--- config.mk ---
export PLATFORM = sky130hd
export DESIGN_NAME = fifo_wr_sched
export DESIGN_NICKNAME = d
export VERILOG_FILES = /design/src/rtl/fifo_pkg.sv /design/src/rtl/rr_arbiter.sv /design/src/rtl/fifo_wr_sched.sv
export SDC_FILE = /design/constraint.sdc
export NUM_CORES = 1
export LEC_CHECK = 0
export CORE_MARGIN = 3
export CORE_UTILIZATION = 35
export DETAILED_ROUTE_END_ITERATION = 8
export PLACE_DENSITY_LB_ADDON = 0.08
export SLEW_MARGIN = 10
export SYNTH_ARGS = -nofsm -noshare
export SYNTH_HDL_FRONTEND = slang
export SYNTH_SLANG_ARGS = --single-unit
--- constraint.sdc ---
create_clock -name wclk -period 3.1 [get_ports wclk]
set_input_delay 0.31 -clock wclk [delete_from_list [all_inputs] [get_ports wclk]]
set_output_delay 0.31 -clock wclk [all_outputs]
set_load 0.05 [all_outputs]
--- src/rtl/fifo_pkg.sv ---
// Shared definitions for the async FIFO write/read schedulers: pointer
// encodings, depth derivation and the write-scheduler state encoding.
package fifo_pkg;

    // Pointer helpers operate on a fixed wide vector; callers slice off what they need.
    localparam int PTR_MAX = 16;

    typedef enum logic [1:0] {
        IDLE  = 2'd0,
        WAIT  = 2'd1,
        BURST = 2'd2
    } wr_state_e;

    function automatic int depth_of(input int addrsize);
        return 1 << addrsize;
    endfunction

    function automatic logic [PTR_MAX-1:0] bin2gray(input logic [PTR_MAX-1:0] b);
        return b ^ (b >> 1);
    endfunction

    function automatic logic [PTR_MAX-1:0] gray2bin(input logic [PTR_MAX-1:0] g);
        logic [PTR_MAX-1:0] b;
        b[PTR_MAX-1] = g[PTR_MAX-1];
        for (int i = PTR_MAX - 2; i >= 0; i--) begin
            b[i] = b[i+1] ^ g[i];
        end
        return b;
    endfunction

endpackage

--- src/rtl/rr_arbiter.sv ---
// Combinational round-robin pick: first eligible index strictly after the
// last winner, wrapping around.
module rr_arbiter #(
    parameter int NREQ = 4,
    parameter int IDXW = 2
) (
    input  logic [NREQ-1:0] i_elig,
    input  logic [IDXW-1:0] i_last,
    output logic            o_valid,
    output logic [IDXW-1:0] o_idx
);

    // Scan from farthest to nearest so the nearest eligible index is the one left standing.
    always_comb begin
        o_valid = 1'b0;
        o_idx   = '0;
        for (int k = NREQ; k >= 1; k--) begin
            if (i_elig[(int'(i_last) + k) % NREQ]) begin
                o_valid = 1'b1;
                o_idx   = IDXW'((int'(i_last) + k) % NREQ);
            end
        end
    end

endmodule

--- src/rtl/fifo_wr_sched.sv ---
// Write-side scheduler: round-robin burst grants onto the single FIFO write
// port, granted only when the whole burst fits; owns wbin/wptr/wfull.
module fifo_wr_sched
    import fifo_pkg::*;
#(
    parameter int ADDRSIZE = 4,
    parameter int DSIZE    = 8,
    parameter int NREQ     = 4,
    parameter int LENW     = 5
) (
    input  logic                  wclk,
    input  logic                  wrst,
    input  logic [NREQ-1:0]       req,
    input  logic [NREQ*LENW-1:0]  req_len,
    input  logic [NREQ*DSIZE-1:0] req_data,
    input  logic [ADDRSIZE:0]     wq2_rptr,
    output logic [NREQ-1:0]       gnt,
    output logic                  winc,
    output logic [ADDRSIZE-1:0]   waddr,
    output logic [DSIZE-1:0]      wdata,
    output logic [ADDRSIZE:0]     wptr,
    output logic                  wfull,
    output logic                  len_err
);

    localparam int DEPTH = depth_of(ADDRSIZE);
    localparam int PW    = ADDRSIZE + 1;
    localparam int IDXW  = (NREQ > 1) ? $clog2(NREQ) : 1;

    wr_state_e         r_state, w_next;
    logic [IDXW-1:0]   r_cand, r_rr, w_arb_idx;
    logic              w_arb_valid;
    logic [LENW-1:0]   r_cand_len, r_cnt;
    logic [PW-1:0]     r_wbin, r_wptr, w_rbin, w_used, w_free, w_wbin_next, w_wgray_next;
    logic              r_wfull, r_len_err, w_fits, w_full_next, w_winc;
    logic [NREQ-1:0]   r_req_q, w_elig, w_illegal;
    logic [LENW-1:0]   w_len [NREQ];
    logic [PTR_MAX-1:0] w_rbin_wide, w_gray_wide;
    logic              w_unused_hi;

    always_comb begin
        w_elig    = '0;
        w_illegal = '0;
        for (int i = 0; i < NREQ; i++) begin
            w_len[i]     = req_len[i*LENW +: LENW];
            w_illegal[i] = (w_len[i] == '0) || (w_len[i] > LENW'(DEPTH));
            w_elig[i]    = req[i] && !w_illegal[i];
        end
    end

    rr_arbiter #(.NREQ(NREQ), .IDXW(IDXW)) u_arb (
        .i_elig  (w_elig),
        .i_last  (r_rr),
        .o_valid (w_arb_valid),
        .o_idx   (w_arb_idx)
    );

    // Modular pointer arithmetic: used spans 0..DEPTH, so free does too.
    assign w_rbin_wide  = gray2bin(PTR_MAX'(wq2_rptr));
    assign w_rbin       = w_rbin_wide[PW-1:0];
    assign w_used       = r_wbin - w_rbin;
    assign w_free       = PW'(DEPTH) - w_used;
    assign w_fits       = (r_cand_len <= LENW'(w_free));
    assign w_winc       = (r_state == BURST);
    assign w_wbin_next  = r_wbin + {{(PW-1){1'b0}}, w_winc};
    assign w_gray_wide  = bin2gray(PTR_MAX'(w_wbin_next));
    assign w_wgray_next = w_gray_wide[PW-1:0];
    assign w_unused_hi  = ^{w_rbin_wide[PTR_MAX-1:PW], w_gray_wide[PTR_MAX-1:PW]};
    assign w_full_next  = (w_wgray_next == {~wq2_rptr[PW-1:PW-2], wq2_rptr[PW-3:0]});

    always_comb begin
        w_next = r_state;
        case (r_state)
            IDLE:    if (w_arb_valid) w_next = WAIT;
            WAIT: begin
                if (!req[r_cand])  w_next = IDLE;
                else if (w_fits)   w_next = BURST;
            end
            BURST:   if (r_cnt == LENW'(1)) w_next = IDLE;
            default: w_next = IDLE;
        endcase
    end

    always_ff @(posedge wclk or posedge wrst) begin
        if (wrst) r_state <= IDLE;
        else      r_state <= w_next;
    end

    // The candidate stays locked in WAIT so shorter requests cannot starve it.
    always_ff @(posedge wclk or posedge wrst) begin
        if (wrst) begin
            r_cand     <= '0;
            r_cand_len <= '0;
            r_cnt      <= '0;
            r_rr       <= IDXW'(NREQ - 1);
            r_wbin     <= '0;
            r_wptr     <= '0;
            r_wfull    <= 1'b0;
            r_len_err  <= 1'b0;
            r_req_q    <= '0;
        end else begin
            r_wbin    <= w_wbin_next;
            r_wptr    <= w_wgray_next;
            r_wfull   <= w_full_next;
            r_req_q   <= req;
            r_len_err <= |(req & ~r_req_q & w_illegal);
            case (r_state)
                IDLE: if (w_arb_valid) begin
                    r_cand     <= w_arb_idx;
                    r_cand_len <= w_len[w_arb_idx];
                end
                WAIT: if (req[r_cand] && w_fits) r_cnt <= r_cand_len;
                BURST: begin
                    r_cnt <= r_cnt - LENW'(1);
                    if (r_cnt == LENW'(1)) r_rr <= r_cand;
                end
                default: ;
            endcase
        end
    end

    always_comb begin
        gnt = '0;
        if (w_winc) gnt[r_cand] = 1'b1;
    end

    assign winc    = w_winc;
    assign waddr   = r_wbin[ADDRSIZE-1:0];
    assign wdata   = req_data[int'(r_cand)*DSIZE +: DSIZE];
    assign wptr    = r_wptr;
    assign wfull   = r_wfull;
    assign len_err = r_len_err;

endmodule

[Word level (Yosys, flattened, before mapping)]
Index checks and enable logic that the tools add are counted.
Operators by class
  reduce and logical (&&, ||, !) cells: 29
  magnitude comparators: 12
  $add $sub $neg: 8
  shifts and indexed selects: 1
  multiplexer cells: 35
  $mul: 0
  divide/modulo/power cells: 0
  bitwise gates (word level): 14
  eq/ne operators: 8
Operators by type and width (count)
  $shiftx A32 B6 Y8: 1
  $gt A5 B5 Y1 const B: 4
  $logic_not A5 Y1: 4
  $lt A3 B4 Y1 const B: 4
  $mux W2: 8
  $mux W5: 3
  $mux W1: 14
  $bmux W1 S2: 5
  $bmux W5 S2: 1
  $pmux W5 S2: 1
  $and A4 B4 Y4: 2
  $reduce_or A2 Y1: 4
  $logic_and A1 B1 Y1: 6
  $pmux W2 S3: 1
  $reduce_and A2 Y1: 3
  $add A5 B1 Y5: 1
  $eq A5 B1 Y1 const B: 1
  $eq A5 B5 Y1: 1
  $le A5 B5 Y1: 1
  $sub A5 B1 Y5 const B: 1
  $sub A5 B5 Y5: 1
  $sub A5 B5 Y5 const A: 1
  $xor A5 B4 Y5: 1
  $add A2 B1 Y2 const B: 2
  22 further kinds: 36
Storage, ports and cells
  ROM bits: 0
  memories: 0
  register bits after elaboration: 32
  output and inout port bits: 24
  latch bits: 0
  RAM bits: 0

[Longest topological paths before layout]
Gate-level depths: netlist (run 1).
  depth after elaboration: 15
  depth in mapped cells: 16
  depth with buffers taken out: 16

[Cells and area by module]
Synthesis (run 1) repeated with hierarchy kept, for this count alone.
Second synthesis, totals
  cells, all modules: 210
  area total of the unflattened synthesis: 2359.8 um^2
By module, submodules not included
  fifo_wr_sched: cells each 196, sequential area each 778.2 um^2, area each 2268.4 um^2, instances 1
  rr_arbiter: cells each 14, sequential area each 0.0 um^2, area each 91.3 um^2, instances 1

[Least setup slack after synthesis (run 1)]
OpenSTA, ideal clock, no wires.
  kind: in2reg
  from: input port wq2_rptr[3]
  to: register r_cnt[0]
  setup time: 0.126 ns
  required time: 2.974 ns
  stages on the path: 16
  data arrival time: 3.329 ns
  slack: -0.356 ns
  path through: xor2_1 xor2_1 xor2_1 xnor2_1 ha_1 inv_1 ha_1 fa_1 inv_1 ha_1 o21a_1 o21a_1 o21a_1 o22ai_1 nand2_1 a311o_1
On the way
  word-level cells in the longest chain between the ends: 10
RTL lines
  from (decl): RTL line fifo_wr_sched.sv:16  | input logic [ADDRSIZE:0] wq2_rptr,
  $xor A1 B1 Y1 *: RTL line fifo_pkg.sv:26  | b[i] = b[i+1] ^ g[i];
  $xor A1 B1 Y1 (3 in a row): RTL line fifo_pkg.sv:26
  $sub A5 B5 Y5 *: RTL line fifo_wr_sched.sv:61  | assign w_used = r_wbin - w_rbin;
  $sub A5 B5 Y5 *: RTL line fifo_wr_sched.sv:62  | assign w_free = PW'(DEPTH) - w_used;
  $le A5 B5 Y1 *: RTL line fifo_wr_sched.sv:63  | assign w_fits = (r_cand_len <= LENW'(w_free));
  $logic_and A1 B1 Y1 *: RTL line fifo_wr_sched.sv:112  | WAIT: if (req[r_cand] && w_fits) r_cnt <= r_cand_len;
  $ne A2 B2 Y1 (no line) *
  $reduce_and A2 Y1 (no line) *
  to (signal assigned): RTL line fifo_wr_sched.sv:112
  to (signal assigned): RTL line fifo_wr_sched.sv:114  | r_cnt <= r_cnt - LENW'(1);
  to (decl): RTL line fifo_wr_sched.sv:33  | logic [LENW-1:0] r_cand_len, r_cnt;
Every way passes the cells marked *; elsewhere a longest branch is shown, timed or not.
A chain may end at the register's enable or synchronous reset.

[Final worst setup path (run 1)]
  from: input port wq2_rptr[4]
  to: register r_cnt[4]
On the way
  word-level cells in the longest chain between the ends: 10
RTL lines (RTL line)
  $xor A1 B1 Y1 (4 in a row): fifo_pkg.sv:26
  $sub A5 B5 Y5 *: fifo_wr_sched.sv:61
  $sub A5 B5 Y5 *: fifo_wr_sched.sv:62
  $le A5 B5 Y1 *: fifo_wr_sched.sv:63
  $logic_and A1 B1 Y1 *: fifo_wr_sched.sv:112
  $ne A2 B2 Y1 (no line) *
  $reduce_and A2 Y1 (no line) *
Marks and branches as above.

==> run metrics, run 1 <==
Slew @ Worst Pin=726 ps; R2R setup slack=310 ps; final setup fails=4; R2R Path End=r_cnt[4]; hold slack=394 ps; Leak=approximately 1.5 nW; CP startpoint kind=input port; Power Density=1010 nW/um^2; Initial Utilization=between 30% and 40%; gr ovfl total=0; Rel. slew slack=between 50% and 60%; Die W=86.9 um; Synth Register Bits=31; syn_nets=295; Initial DRC Count=72; Util after Layout=57.6%; Critical Path RT=3320 ps; via count of the first global-routing pass=just under 2000; min Tclk post-route=3160 ps; ys async rst share=100%; layout cells sized above 1=19.8%; CP Buf/Inv Count=3; largest net degree at the start of global routing=32; total die area=between 7000 and 8000 sq um; RSZ-0062 raised after global routing=yes; Final nets=397; Setup WS post-layout=-57.4 ps; Tot Pwr=3.58 mW; final worst-path cycle share=102%; Clock Tree Buf Depth=2; Seq/Total Area, Yosys=34.0%; max-slew violation count=0; Final Hold Viols=0; # diodes=0; Die H=~87 um; cts bufs inserted=5; setup TNS=-164 ps; Mapped Area=between 2000 and 2500 sq um; highest-delay cell along the critical path=fa_1; Top FF cell, synth=dfrtp_1; crit-path max cell delay=around 500 ps; WL/cell=between 15 and 20 um; critical-path maximum fanout=3; Peak Freq=317 MHz; Remaining DRCs=0; num rows=28; dpl hpwl=4.83 mm; Clock transition at path regs=70 ps; H-tree levels=2; cell mode on critical path=o21a_1; clk_lat worst skew=280 ps; Area Growth Syn to Fin=54.2%; GRT Overall Usage=between 15 and 20%; critical path's top delay family=compound AO/OA/AOI/OAI gates; initial antenna violation count=0; root buffer cell=clkbuf_8; DRT antenna net count=0; core area=between 6000 and 7000 sq um; io pins=87; RePlAce Congestion=roughly 0.8; Cell variety after synth=53; outcome=finished, violations left; crit-path cells=buf_8, xor2_4, xor2_2, xor2_2, xnor2_1, ha_2, inv_2, ha_4, fa_1, inv_2, ha_4, o21a_1, o21a_1, o21a_1, o22a_1, o21ai_2, o221a_2; Reg2Reg Launch Point=r_wbin[1]; vias per cell=5.07; failing checks=negative setup slack; final WL=6.04 mm; Critical Path End Type=flip-flop; DRT Pass-1 Iters=4; Clock Sinks=31; CP arrival=around 3400 ps; HP Class=input port to asynchronous set/reset pin; Vias=1993; first-pass GRT wire length=between 9 and 10 mm; max-cap violation count=0; number of synthesized flops with an enable pin=0; worst-case reg-to-reg path depth=12; yosys warns=0; crit path kind=input port to flip-flop; Mapped Avg Cell Area=10.6 sq um; Layout Skew=5.82 ps; CTS tree=done; Post-Synthesis Cells=around 220; Peak VDD IR=approximately 0.72 mV; Hold Buf Count CTS=0; I/O Buffers=86
area by class of cell:
type                    count  area (sq um)
fillers                   538          2600
multi-input cells         162          1500
repair buffers            100           975
flip-flops and latches     31           778
well taps                  75          93.8
clock buffers               6          82.6
inverters                  17          63.8
clock inverters             2          35.0
layer usage:
layer | global-route usage, % | vias up | routed length (um)
li1 | - | 987 | -
met1 | 23.5 | 958 | 2770
met2 | 26.2 | 44 | 2860
met4 | 3.12 | 0 | 32
met3 | 3.50 | 4 | 378
met5 | 0 | - | 0
worst max path at each step:
stage	to	slack, ps	cells past startpoint	startpoint
after floorplan	r_cnt[2]	-160	16	wq2_rptr[4]
after global placement	r_cnt[3]	-870	17	wq2_rptr[3]
after detailed placement	r_cnt[4]	-930	17	wq2_rptr[3]
after CTS	r_cnt[4]	-80	17	wq2_rptr[3]
after global routing	r_cnt[4]	-230	17	wq2_rptr[4]
final	r_cnt[4]	-60	17	wq2_rptr[4]
flip-flops by register name, indices dropped and copies added (netlist names):
register,count
r_cand_len,5
r_cnt,5
r_wbin,5
r_req_q,4
wptr,4
r_cand,2
r_rr,2
r_state,2
len_err,1
wfull,1
logic make-up (layout without fill, tap and decap cells):
kind of cell    Yosys count  count (layout)  share of synthesized area, %
flops                    31              31                          34.0
buf+inv                  22             125                          3.82
compound gates           36              36                          12.6
mux                      23              23                          15.5
xor+xnor                 24              24                          9.18
simple gates             62              62                          15.2
fa+ha+maj                17              17                          9.62
cell usage in the layout, fill, tap and decap left out, types with 3 or more instances in the layout:
master	n
xor2_1	7
o21a_1	3
xnor2_1	14
clkbuf_8	6
nor3_1	6
ha_1	13
mux2i_1	10
buf_4	14
nand3_1	6
clkdlybuf4s50_1	83
nand2b_1	6
inv_1	14
mux4_2	9
o221a_2	3
nor3b_1	5
o221ai_1	4
nor2_1	9
nand2_1	16
dfrtp_1	29
o21ai_0	3
synth_stat cells, drive strengths merged (3+ instances only):
master	number	area (sq um)
a211oi	3	27.5
buf	3	16.3
dfrtp	29	726
ha	16	200
inv	16	60.1
mux2	4	52.6
mux2i	10	100
mux4	9	203
nand2	17	63.8
nand2b	6	37.5
nand3	6	30.0
nor2	9	33.8
nor3	6	30.0
nor3b	5	37.5
nor4	4	52.6
o21a	3	22.5
o21ai	6	30.0
o221a	3	33.8
o221ai	4	35.0
o22ai	3	18.8
xnor2	14	123
xor2	10	87.6
worst register-to-register path, stage by stage, from the launching register on:
cell     delay (ps)
dfrtp_1         390
inv_1            60
ha_1            330
ha_4            180
fa_1            490
inv_2            50
ha_4            200
o21a_1          100
o21a_1          160
o21a_1          190
o22a_1          210
o21ai_2         170
o221a_2         210
stage by stage:
stage	instances	cell area, sq um	setup WS (ps)
floorplan	215	2310	-155
global placement	383	3340	-875
detailed placement	383	3340	-926
CTS	393	3530	-82.9
global route	393	3530	-234
finish	393	3530	-57.4
power by group:
group | internal (mW) | leakage [nW] | switching [mW]
Sequential | 0.581 | 0.369 | 0.211
Clock | 0.260 | 0.0612 | 0.160
Combinational | 1.10 | 1.04 | 1.27
what timing repair did:
item,4_1_cts,5_1_grt
pin swaps,15,12
setup endpoints to repair,7,7
buffers inserted,2,0
resized for setup,21,1
No activity file was read; power rests on OpenSTA's default activity.
==> run 2, diff against run 1 <==
--- a/config.mk
+++ b/config.mk
@@ -5,9 +5,11 @@
 export SDC_FILE = /design/constraint.sdc
 export NUM_CORES = 1
 export LEC_CHECK = 0
+export ABC_CLOCK_PERIOD_IN_PS = 3100
 export CORE_MARGIN = 3
 export CORE_UTILIZATION = 35
 export DETAILED_ROUTE_END_ITERATION = 8
+export GPL_ROUTABILITY_DRIVEN = 0
 export PLACE_DENSITY_LB_ADDON = 0.08
 export SLEW_MARGIN = 10
 export SYNTH_ARGS = -nofsm -noshare
==> results of run 2 <==
Final layout, timing and power as in run 1 (identical DEF).
==> run 3, diff against run 2 <==
--- a/config.mk
+++ b/config.mk
@@ -11,7 +11,8 @@
 export DETAILED_ROUTE_END_ITERATION = 8
 export GPL_ROUTABILITY_DRIVEN = 0
 export PLACE_DENSITY_LB_ADDON = 0.08
-export SLEW_MARGIN = 10
+export SKIP_LAST_GASP = 1
+export SLEW_MARGIN = 5
 export SYNTH_ARGS = -nofsm -noshare
 export SYNTH_HDL_FRONTEND = slang
 export SYNTH_SLANG_ARGS = --single-unit
==> constraint.sdc (replaced) <==
create_clock -name wclk -period 3.1 [get_ports wclk]
set_input_delay 0.62 -clock wclk [delete_from_list [all_inputs] [get_ports wclk]]
set_output_delay 0.62 -clock wclk [all_outputs]
set_load 0.05 [all_outputs]
==> run metrics, run 3 (synthesis gave the netlist of run 1 again) <==
Area Growth Syn to Fin=57.3%; H-tree levels=2 (unchanged); HP Class=flip-flop to flip-flop; Slew @ Worst Pin=550 ps (-176 ps); Clock Tree Buf Depth=2 (unchanged); CTS tree=done; gr ovfl total=0 (unchanged); final setup fails=7 (+3); initial antenna violation count=0 (unchanged); crit-path max cell delay=510 ps (+20 ps); Setup WS post-layout=-362 ps (-304 ps); highest-delay cell along the critical path=fa_1; Clock Sinks=31 (unchanged); crit path kind=input port to flip-flop; Rel. slew slack=63.3% (+12 points); Power Density=1020 nW/um^2 (+0.50%); met2 Track Usage GR=27.5% (+1.3 points); Remaining DRCs=0 (unchanged); first-pass GRT wire length=10.1 mm (+2.8%); setup TNS=-2090 ps (-1930 ps); Initial DRC Count=53 (-26%); design area=3600 sq um (+2.0%); max-slew violation count=0 (unchanged); layout cells sized above 1=21.4% (+1.6 points); largest net degree at the start of global routing=32 (unchanged); area post-placement=3380 sq um (+1.3%); DRT Pass-1 Iters=4 (unchanged); GRT Overall Usage=17.2% (+0.67 points); clk_lat worst skew=290 ps (about the same); Leak=1.50 nW (+1.8%); num rows=28 (unchanged); io pins=87 (unchanged); DRT antenna net count=0 (unchanged); largest registers=r_cand_len: 5 flops, r_cnt: 5 flops, r_wbin: 5 flops; commonest non-fill, non-tap cell in the layout=clkdlybuf4s50_1; vias per cell=5.07 (about the same); Reg2Reg Launch Point=r_wbin[1]; min Tclk post-route=3460 ps (+304 ps); outcome=finished, violations left; RSZ-0062 raised after global routing=yes; Critical Path Start=wq2_rptr[3]; number of fillers in the final layout=543 (+0.93%); Initial Utilization=37.3% (unchanged); CP startpoint kind=input port; Peak Freq=289 MHz (-8.8%); cell mode on critical path=o21a_1; Die W=86.9 um (unchanged); Die H=86.9 um (unchanged); CP arrival=3630 ps (+250 ps); WL/cell=15.7 um (+2.2%); via count of the first global-routing pass=2093 (+5.2%); Vias=2014 (+1.1%); Final Hold Viols=0 (unchanged); Critical Path RT=3270 ps (-50 ps); dpl hpwl=4.94 mm (+2.4%); Final nets=401 (+1.0%); max-cap violation count=0 (unchanged); final WL=6.24 mm (+3.3%); Critical Path End Type=flip-flop; Hold Path Origin=r_cand_len[4]; # diodes=0 (unchanged); failing checks=negative setup slack; Clock transition at path regs=70 ps (about the same); pre-CTS setup slack=-1250 ps (-324 ps); total die area=7550 sq um (unchanged); placed cell count=387 (+1.0%); cts bufs inserted=5 (unchanged); core area=6130 sq um (unchanged); met1 usage=23.4% (-0.10 points); I/O Buffers=86 (unchanged); crit-path cells=buf_8, xor2_4, xor2_4, xor2_2, xnor2_1, ha_2, inv_2, ha_4, fa_1, inv_2, ha_4, o21a_1, o21a_1, o21a_1, o22ai_2, nand2_2, o221a_2; root buffer cell=clkbuf_8; M3 GR Usage=4.54% (+1.0 points); most frequent cells in the layout=clkdlybuf4s50_1, dfrtp_1, buf_4; final cell count without fillers=397 (+1.0%); gr busiest metal=met2; final worst-path cycle share=112% (+9.8 points); critical-path maximum fanout=5 (+2); Layout Skew=7.66 ps (+1.84 ps); Peak VDD IR=0.701 mV (-1.9%)
-- run 3: area by class of cell --
type / instances / area (sq um) / area share (%)
clock buffers: 6 / 82.6 / 2.29
repair buffers: 104 / 1010 / 28.2
well taps: 75 / 93.8 / 2.61
clock inverters: 2 / 35.0 / 0.973
flip-flops and latches: 31 / 778 / 21.6
multi-input cells: 162 / 1530 / 42.6
inverters: 17 / 63.8 / 1.77
-- run 3: metrics by stage --
| step | utilization [%] | power [mW] | hold slack, ps |
|---|---|---|---|
| final | 58.8 | 3.67 | 581 |
| after global routing | 58.8 | 3.98 | 626 |
| after CTS | 58.2 | 3.67 | 589 |
| after detailed placement | 55.2 | 3.15 | 564 |
| after global placement | 55.2 | 3.13 | 569 |
| after floorplan | - | 2.41 | 484 |
-- run 3: timing repair --
action,CTS,global route
hold buffers,0,0
gates cloned,0,0
buffers inserted,2,0
endpoints found under the setup margin,7,7
resized for setup,22,4
pin swaps,16,4
-- run 3: worst paths after layout --
kind,endpoint,slack [ps],depth (start not counted)
max,r_cnt[4],-360,17
max reg2reg,r_cnt[4],270,12
min reg2reg,r_cand_len[4],580,2
max in group asynchronous,r_rr[1],2050,3
min in group asynchronous,len_err,700,3
min,r_cand_len[4],580,2
-- run 3: critical path, delay by kind of cell --
kind | cells | cell delay [ps]
adder cells (fa/ha/maj) | 4 | 1050
buffers and inverters | 3 | 190
AND/OR/NAND/NOR | 1 | 110
XOR/XNOR | 4 | 760
AO/OA/AOI/OAI | 5 | 880
-- run 3: metal layers --
metal / wire (um) / share of wire [%]
met1: 2870 / 46
met2: 2880 / 46
met3: 413 / 6.6
met4: 71 / 1.1
met5: 0 / 0
-- run 3: report_power, final --
part / total (mW) / switching (mW) / leakage (nW) / internal, mW
Sequential: 0.786 / 0.204 / 0.369 / 0.582
Clock: 0.419 / 0.159 / 0.0612 / 0.260
Combinational: 2.47 / 1.33 / 1.07 / 1.14
Total: 3.67 / 1.69 / 1.50 / 1.98
